===== src/rtl/btn_run_ctrl_pkg.sv =====
// Shared definitions for the push-button run controller: FSM state encodings
// and default timing constants derived from the 27 MHz board clock.
package btn_run_ctrl_pkg;

  typedef enum logic [1:0] {
    RELEASED    = 2'd0,
    PRESS_CHK   = 2'd1,
    PRESSED     = 2'd2,
    RELEASE_CHK = 2'd3
  } btn_state_e;

  localparam int unsigned CLK_HZ              = 27_000_000;
  localparam int unsigned DEF_DEBOUNCE_CYCLES = CLK_HZ / 50;  // 20 ms
  localparam int unsigned DEF_LONG_CYCLES     = CLK_HZ * 2;   // 2 s

  function automatic int unsigned max_u(input int unsigned a, input int unsigned b);
    return (a > b) ? a : b;
  endfunction

endpackage


===== src/rtl/btn_run_ctrl_sync_2ff.sv =====
// Two-flop synchroniser for a single asynchronous bit; reset value is
// parameterised so the chain can rest at the input's idle level.
module sync_2ff #(
  parameter logic RST_VAL = 1'b0
) (
  input  logic clk,
  input  logic rst,
  input  logic d_i,
  output logic q_o
);

  logic [1:0] ff_q;

  always_ff @(posedge clk) begin
    if (rst) ff_q <= {2{RST_VAL}};
    else     ff_q <= {ff_q[0], d_i};
  end

  assign q_o = ff_q[1];

endmodule


===== src/rtl/btn_run_ctrl.sv =====
// Push-button conditioner: synchronise, debounce, toggle run per accepted press.
// Optional long-press safe stop is built when macro LONG_PRESS_EN is defined.
module btn_run_ctrl
  import btn_run_ctrl_pkg::*;
#(
  parameter int unsigned DEBOUNCE_CYCLES = DEF_DEBOUNCE_CYCLES,
  parameter int unsigned LONG_CYCLES     = DEF_LONG_CYCLES,
  parameter bit          BTN_ACTIVE_LOW  = 1'b1
) (
  input  logic clk,
  input  logic rst,
  input  logic btn_raw,
  output logic run,
  output logic btn_level,
  output logic press_pulse,
  output logic long_pulse
);

  localparam int unsigned CW = $clog2(max_u(DEBOUNCE_CYCLES, LONG_CYCLES) + 1);
  // The check fires on the cycle whose increment would reach DEBOUNCE_CYCLES-1,
  // giving exactly DEBOUNCE_CYCLES clocks of stable input after the synchroniser.
  localparam logic [CW-1:0] DB_LAST  = CW'(DEBOUNCE_CYCLES - 2);
  localparam logic [CW-1:0] ARM_LAST = CW'(DEBOUNCE_CYCLES - 1);

  logic       btn_sync;
  logic       p;
  btn_state_e state_q;
  logic [CW-1:0] cnt_q;
  logic       armed_q, run_q, level_q, press_q;

  sync_2ff #(.RST_VAL(BTN_ACTIVE_LOW ? 1'b1 : 1'b0)) u_sync (
    .clk (clk),
    .rst (rst),
    .d_i (btn_raw),
    .q_o (btn_sync)
  );

  assign p = BTN_ACTIVE_LOW ? ~btn_sync : btn_sync;

`ifdef LONG_PRESS_EN
  localparam logic [CW-1:0] LONG_LAST = CW'(LONG_CYCLES - 1);
  localparam logic [CW-1:0] CNT_MAX   = '1;
  // Hold time survives short release bounces so a long press fires once per hold.
  logic [CW-1:0] hold_q;
  logic          long_q;
`endif

  always_ff @(posedge clk) begin
    if (rst) begin
      state_q <= RELEASED;
      cnt_q   <= '0;
      armed_q <= 1'b0;
      run_q   <= 1'b0;
      level_q <= 1'b0;
      press_q <= 1'b0;
`ifdef LONG_PRESS_EN
      hold_q  <= '0;
      long_q  <= 1'b0;
`endif
    end else begin
      press_q <= 1'b0;
`ifdef LONG_PRESS_EN
      long_q  <= 1'b0;
`endif
      case (state_q)
        RELEASED: begin
          if (p) begin
            state_q <= PRESS_CHK;
            cnt_q   <= '0;
          end else if (!armed_q) begin
            if (cnt_q == ARM_LAST) armed_q <= 1'b1;
            else                   cnt_q   <= cnt_q + 1'b1;
          end
        end
        PRESS_CHK: begin
          if (!p) begin
            state_q <= RELEASED;
            cnt_q   <= '0;
          end else if (cnt_q == DB_LAST) begin
            state_q <= PRESSED;
            level_q <= 1'b1;
            cnt_q   <= '0;
`ifdef LONG_PRESS_EN
            hold_q  <= '0;
`endif
            if (armed_q) begin
              press_q <= 1'b1;
              run_q   <= ~run_q;
            end
          end else begin
            cnt_q <= cnt_q + 1'b1;
          end
        end
        PRESSED: begin
          if (!p) begin
            state_q <= RELEASE_CHK;
            cnt_q   <= '0;
          end
`ifdef LONG_PRESS_EN
          else begin
            if (hold_q != CNT_MAX) hold_q <= hold_q + 1'b1;
            if (hold_q == LONG_LAST) begin
              long_q <= 1'b1;
              run_q  <= 1'b0;
            end
          end
`endif
        end
        RELEASE_CHK: begin
          if (p) begin
            state_q <= PRESSED;
          end else if (cnt_q == DB_LAST) begin
            state_q <= RELEASED;
            level_q <= 1'b0;
            armed_q <= 1'b1;
            cnt_q   <= '0;
          end else begin
            cnt_q <= cnt_q + 1'b1;
          end
        end
        default: state_q <= RELEASED;
      endcase
    end
  end

  assign run         = run_q;
  assign btn_level   = level_q;
  assign press_pulse = press_q;
`ifdef LONG_PRESS_EN
  assign long_pulse  = long_q;
`else
  assign long_pulse  = 1'b0;
`endif

endmodule


===== config.mk =====
export PLATFORM = sky130hd
export DESIGN_NAME = btn_run_ctrl
export DESIGN_NICKNAME = d
export VERILOG_FILES = /design/src/rtl/btn_run_ctrl_pkg.sv /design/src/rtl/btn_run_ctrl_sync_2ff.sv /design/src/rtl/btn_run_ctrl.sv
export SDC_FILE = /design/constraint.sdc
export NUM_CORES = 1
export LEC_CHECK = 0
export ABC_AREA = 1
export CORE_AREA = 2 2 75 77
export DETAILED_ROUTE_END_ITERATION = 10
export DIE_AREA = 0 0 77 79
export PLACE_DENSITY = 0.61
export SLEW_MARGIN = 10
export SYNTH_ARGS = -nofsm -noshare
export SYNTH_HDL_FRONTEND = slang
export SYNTH_SLANG_ARGS = --single-unit

===== constraint.sdc =====
create_clock -name clk -period 1.9 [get_ports clk]
set_clock_uncertainty 0.15 [all_clocks]
set_input_delay 0.38 -clock clk [delete_from_list [all_inputs] [get_ports clk]]
set_output_delay 0.38 -clock clk [all_outputs]
set_load 0.01 [all_outputs]

==> flow_summary.toml <==
[timing]
hold_viol = 0
finalWorstSetupSlack_ps = 104
setup_viol = 0
period_minus_slack_ps = 1800
max_freq_mhz = 557
grt_setup_unrepaired = "yes"
timing.final.crit_share_pct = 94.5
maxSlewViolCount = 0

[floorplan]
ios = 7
die_w_um = 77
core_um2 = 5340
die_area_um2 = 6080
dieHeight_um = 79
row_count = 27
initial_core_util_pct = 37.8

[placed_design]
place_inst = 399
dp_slack_ps = 4.86
port_buffers = 5
hpwl_mm = 3.29
place_area_um2 = 2240
gp_congestion = 0.811

[route]
drtIter0Drc = 90
num_vias = 1944
dr.pass1.iters = 6
drtAntennaViolNets = 0
post_drt_wl_per_cell_um = 11.0
wl_mm = 4.51
vias_per_cell = 4.73
drc = 0

[pwr]
p_leak_uw = 0.00100
p_total_uw = 1570
p_per_area_nw_per_um2 = 639
ir_drop_mv = 0.372

[critical_path]
cpMostUsedCell = "nand2_2"
criticalPathCategory = "flop to flop"
critPathSlowestCell = "dfxtp_1"
critPathArrivalTime_ps = 1830
crit_path_start_kind = "flop"
crit_fanout = 9
worstSetupEndpointType = "flop"
cp_cell_sequence = "nand2_2, nor2_2, nand2_2, nor3_2, nand2_1, nand2_2, nand2_1, nand2_2, buf_12, o21bai_1, nor2_1"
slowest_delay_ps = 370
critPathRequiredTime_ps = 1930

[synthesis]
syn_area_um2 = 2020
seq_area_frac_synth_pct = 33.7
syn-num-nets = 317
synthesis.instances = 312
ys_seq_elements = 34
yosysWarnings = 0
avgSynthCellArea_um2 = 6.47
ys_types = 29

[grt]
grt_pass1_wl_mm = 7.71
grt_antenna_before_repair = 0
gr-total-overflow = 0
grt_max_degree = 13
grt_usage_pct = 15.5
grt_pass1_vias = 1818

[clock_network]
hold_buffers = 0
clkSinkCount = 34
clk_pin_slew_ps = 80
cts_tree = "built"
cts_root_buffer = "clkbuf_8"
numCtsBuffers = 5
clkLatencyLatePin_ps = 290
h-tree-depth = 2
clock_path_buffers = 2

[run]
maxCapViolCount = 0

[cells_and_area]
utilization_pct = 46.1
layout.cells.non_filler = 411
final_net_count = 343
final_cell_mix = "nand2_1, nor2_1, inv_1"
drive_gt1_share_pct = 20.4
final_common_cell = "nand2_1"
diodes = 0
layout-area-overhead-vs-synth_pct = 21.7
fin_area_um2 = 2460

[status]
status = "completed"

[min_path]
hold_path.class = "flop to flop"
routing by layer:
metal | vias to the layer above | part of all wire (%) | global-route usage (%)
met2 | 20 | 47 | 26.1
met5 | - | 0 | 0
li1 | 1032 | - | -
met3 | 7 | 2.4 | 3.41
met4 | 0 | 1.2 | 5.36
met1 | 885 | 50 | 19.7
state kept, by name, summed over array words and instances (netlist names), named ones only:
| signal | count |
|---|---|
| u_sync.ff_q | 2 |
| cnt_q | 26 |
| run | 1 |
| state_q | 1 |
| btn_level | 1 |
| press_pulse | 1 |
| armed_q | 1 |
cells by family after synthesis:
group | Yosys count | synth area share, %
flip-flops | 34 | 33.7
AND/OR/NAND/NOR | 194 | 44.5
buffers and inverters | 57 | 12.5
adder cells (fa/ha/maj) | 2 | 1.24
AO/OA/AOI/OAI | 21 | 6.57
other | 1 | 0.186
XOR/XNOR | 3 | 1.30
Yosys cell counts:
cell,count,area (µm²)
xor2_1,3,26.3
clkinv_1,1,3.75
a21oi_1,5,25.0
ha_1,2,25.0
nand2_4,2,22.5
or2_2,2,12.5
buf_6,4,45.0
o211ai_1,1,7.51
nor3_4,1,16.3
o21bai_1,8,60.1
nor3_1,7,35.0
nor3b_1,3,22.5
clkbuf_1,1,3.75
nand2_2,4,25.0
buf_4,2,15.0
conb_1,1,3.75
nand2_1,76,285
inv_2,2,7.51
nor2_1,55,206
a211oi_1,2,15.0
nor4_1,4,25.0
inv_1,46,173
buf_2,1,5.00
nand3_2,5,50.1
o21ai_0,5,25.0
nand3_1,17,85.1
dfxtp_1,34,681
nor2_2,5,31.3
nand4_1,13,81.3
per-stage QoR:
step | setup TNS (ps) | hold slack [ps]
2_1_floorplan | 0 | 239
3_3_place_gp | 0 | 241
3_5_place_dp | 0 | 246
4_1_cts | 0 | 265
5_1_grt | -432 | 289
6_report | 0 | 260
area by class of cell:
cell class	instances	area, µm²
fill	589	2880
timing repair buffer	27	231
clock inverter	3	40.0
sequential	34	693
clock buffer	5	68.8
multi-input combinational	221	1150
inverter	49	189
tap	72	90.1
critical path, delay by kind of cell (launching register included):
family / cells / cell delay [ps]
AO/OA/AOI/OAI: 1 / 100
AND/OR/NAND/NOR: 9 / 920
flip-flops: 1 / 370
buffers and inverters: 1 / 130
path summary, 6_finish.rpt:
kind / to / cells past startpoint / slack, ps / from
worst max-delay path: cnt_q[23]$_SDFFE_PP0P_ / 11 / 100 / cnt_q[10]$_SDFFE_PP0P_
worst min-delay path: u_sync.ff_q[1]$_SDFF_PP1_ / 1 / 260 / u_sync.ff_q[0]$_SDFF_PP1_
worst min register to register: u_sync.ff_q[1]$_SDFF_PP1_ / 1 / 260 / u_sync.ff_q[0]$_SDFF_PP1_
worst max register to register: cnt_q[23]$_SDFFE_PP0P_ / 11 / 100 / cnt_q[10]$_SDFFE_PP0P_
power by group:
part	switching (µW)	total, µW	leakage (µW)	internal [µW]
clock	290	677	0.0000579	386
sequential	17.9	746	0.000278	728
combinational	86.8	148	0.000667	61.3
repair_timing:
| action | 4_1_cts | 5_1_grt |
|---|---|---|
| pin swaps | 0 | 4 |
| resized for setup | 2 | 25 |
| gates cloned | 0 | 0 |
| setup endpoints to repair | 6 | 26 |
| buffers inserted | 0 | 4 |
Power figures use the tool's default switching activity.
==> RTL edit, RTL diff (same settings) <==
Register the input `btn_raw` before use, with the module's reset. The logic sees it one clock later.
--- a/src/rtl/btn_run_ctrl.sv
+++ b/src/rtl/btn_run_ctrl.sv
@@ -22,6 +22,16 @@
   localparam logic [CW-1:0] DB_LAST  = CW'(DEBOUNCE_CYCLES - 2);
   localparam logic [CW-1:0] ARM_LAST = CW'(DEBOUNCE_CYCLES - 1);
 
+  logic btn_raw_q;
+
+  always_ff @(posedge clk) begin
+    if (rst) begin
+      btn_raw_q <= '0;
+    end else begin
+      btn_raw_q <= btn_raw;
+    end
+  end
+
   logic       btn_sync;
   logic       p;
   btn_state_e state_q;
@@ -31,7 +41,7 @@
   sync_2ff #(.RST_VAL(BTN_ACTIVE_LOW ? 1'b1 : 1'b0)) u_sync (
     .clk (clk),
     .rst (rst),
-    .d_i (btn_raw),
+    .d_i (btn_raw_q),
     .q_o (btn_sync)
   );
 
Behaviour: same outputs for any inputs over 10 cycles, from zero or initial values and one cycle with rst high; that may be too few to reach the edited logic, so the function may still have changed.
==> RTL edit against the unedited design <==
Hold slack improved by 7.0 ps; critical endpoint is now cnt_q[16]; count of clock-buffer cells in the layout increased by 3; highest routed layer unchanged; synthesized area up 9.2%; wire length grew 18%; sequential cell count rose by 1; synthesized cell count up 11%; sequential share of layout area fell by 1.8 points; largest power group unchanged; fmax decreased by 0.46%; core utilization grew 4.5 points; die area is the same; power fell by 1.4%; final area grew 9.7%; worst setup slack got worse by 8.4 ps.
==> RTL edit: results (changes against the unedited design) <==
status finished clean; wire length per cell 12.0 um (+9.3%); via/cell ratio 4.85 (+2.6%); Async SR Flop Fraction 0% (unchanged); initial drt markers 149 (+66%); Pleak 1.09 nW (+8.9%); Worst-Skew Late Latency 290 ps (about the same); CTS buffer count 5 (unchanged); wirelength, routed 5.34 mm (+18%); CP Launch Type flop; root buffer cell clkbuf_8; VDD IR max 0.000409 V (+9.9%); synthesized instance count 346 (+11%); Synth cell types 31 (+6.9%); first-pass GRT wire length 8.43 mm (+9.4%); first-pass detailed-route iteration total 4 (-2); CP max-delay cell dfxtp_4; synth cell count leaders nand2_1, nor2_1, inv_1; CTS clk-pin slew, worst paths roughly 70 ps; nets@finish 377 (+9.9%); hold depth 1 (unchanged); Total Routing Usage GR 17.3% (+1.8 points); DP Cell Count 428 (+7.3%); CTS H-tree lvls 2 (unchanged); share of cells above drive strength 1 20.9% (+0.56 points); Detailed Place HPWL 3.66 mm (+11%); largest cells by area after synthesis dfxtp_1, nand2_1, nor2_1; pin count of the biggest net entering global routing 20 (+7); vias in the first global route 1910 (+5.1%); crit path launch cnt_q[0]; R2R depth 12 (+1); Arr. time, crit path 1840 ps; Seq/Total Area, Yosys 31.8% (-1.9 points); Syn. warnings 0 (unchanged); GP Congestion 0.854 (+5.4%)
RTL edit: routing by layer:
layer	vias to the layer above	track usage [%]	routed length, um
li1	1146	-	-
met2	29	28.8	2620
met5	-	0	0
met3	5	3.52	169
met4	0	6.61	53
met1	979	22.2	2490
RTL edit: stage by stage:
step | total power (W) | setup WS, ps | utilization, % | instance area (sq um)
finish | 0.00155 | 95.6 | 50.5 | 2700
global route | 0.00161 | -46.6 | 50.5 | 2700
CTS | 0.00154 | 37.9 | 47.0 | 2510
detailed placement | 0.000923 | -64.1 | 44.6 | 2380
global placement | 0.000922 | -9.95 | 44.6 | 2380
floorplan | 0.000888 | 195 | - | 2200
RTL edit: cell type report:
type                    count  area [sq um]
multi-input cells         259          1350
repair buffers             27           275
well taps                  72          90.1
clock buffers               8           100
fillers                   557          2640
inverters                  44           174
flip-flops and latches     35           713
RTL edit: final timing paths:
check,endpoint,slack (ps)
min reg2reg,u_sync.ff_q[1],270
max,cnt_q[16],100
max reg2reg,cnt_q[16],100
min,u_sync.ff_q[1],270
RTL edit: logic make-up (layout without fill, tap and decap cells):
logic type	Yosys count	after routing	share of synthesized area, %
other	1	1	0.170
flip-flops	35	35	31.8
buffers and inverters	53	79	10.7
AO/OA/AOI/OAI	21	21	6.58
XOR/XNOR	1	1	0.397
AND/OR/NAND/NOR	233	234	49.3
adder cells (fa/ha/maj)	2	2	1.13
RTL edit: timing repair:
action	4_1_cts	5_1_grt
gates cloned	0	3
setup endpoints to repair	18	30
setup buffers	1	5
pin swaps	1	12
gates resized for setup	2	23
RTL edit: power breakdown:
| part | internal (W) | switching, W | total, W |
|---|---|---|---|
| clock | 0.000331 | 0.000266 | 0.000597 |
| sequential | 0.000750 | 0.0000182 | 0.000768 |
| combinational | 0.0000763 | 0.000109 | 0.000185 |
RTL edit: worst max-delay path, delay by kind of cell, from the launching register on:
kind | cells | cell delay, ps
fa+ha+maj | 1 | 160
simple gates | 8 | 490
buf+inv | 2 | 280
flops | 1 | 360
compound gates | 1 | 260
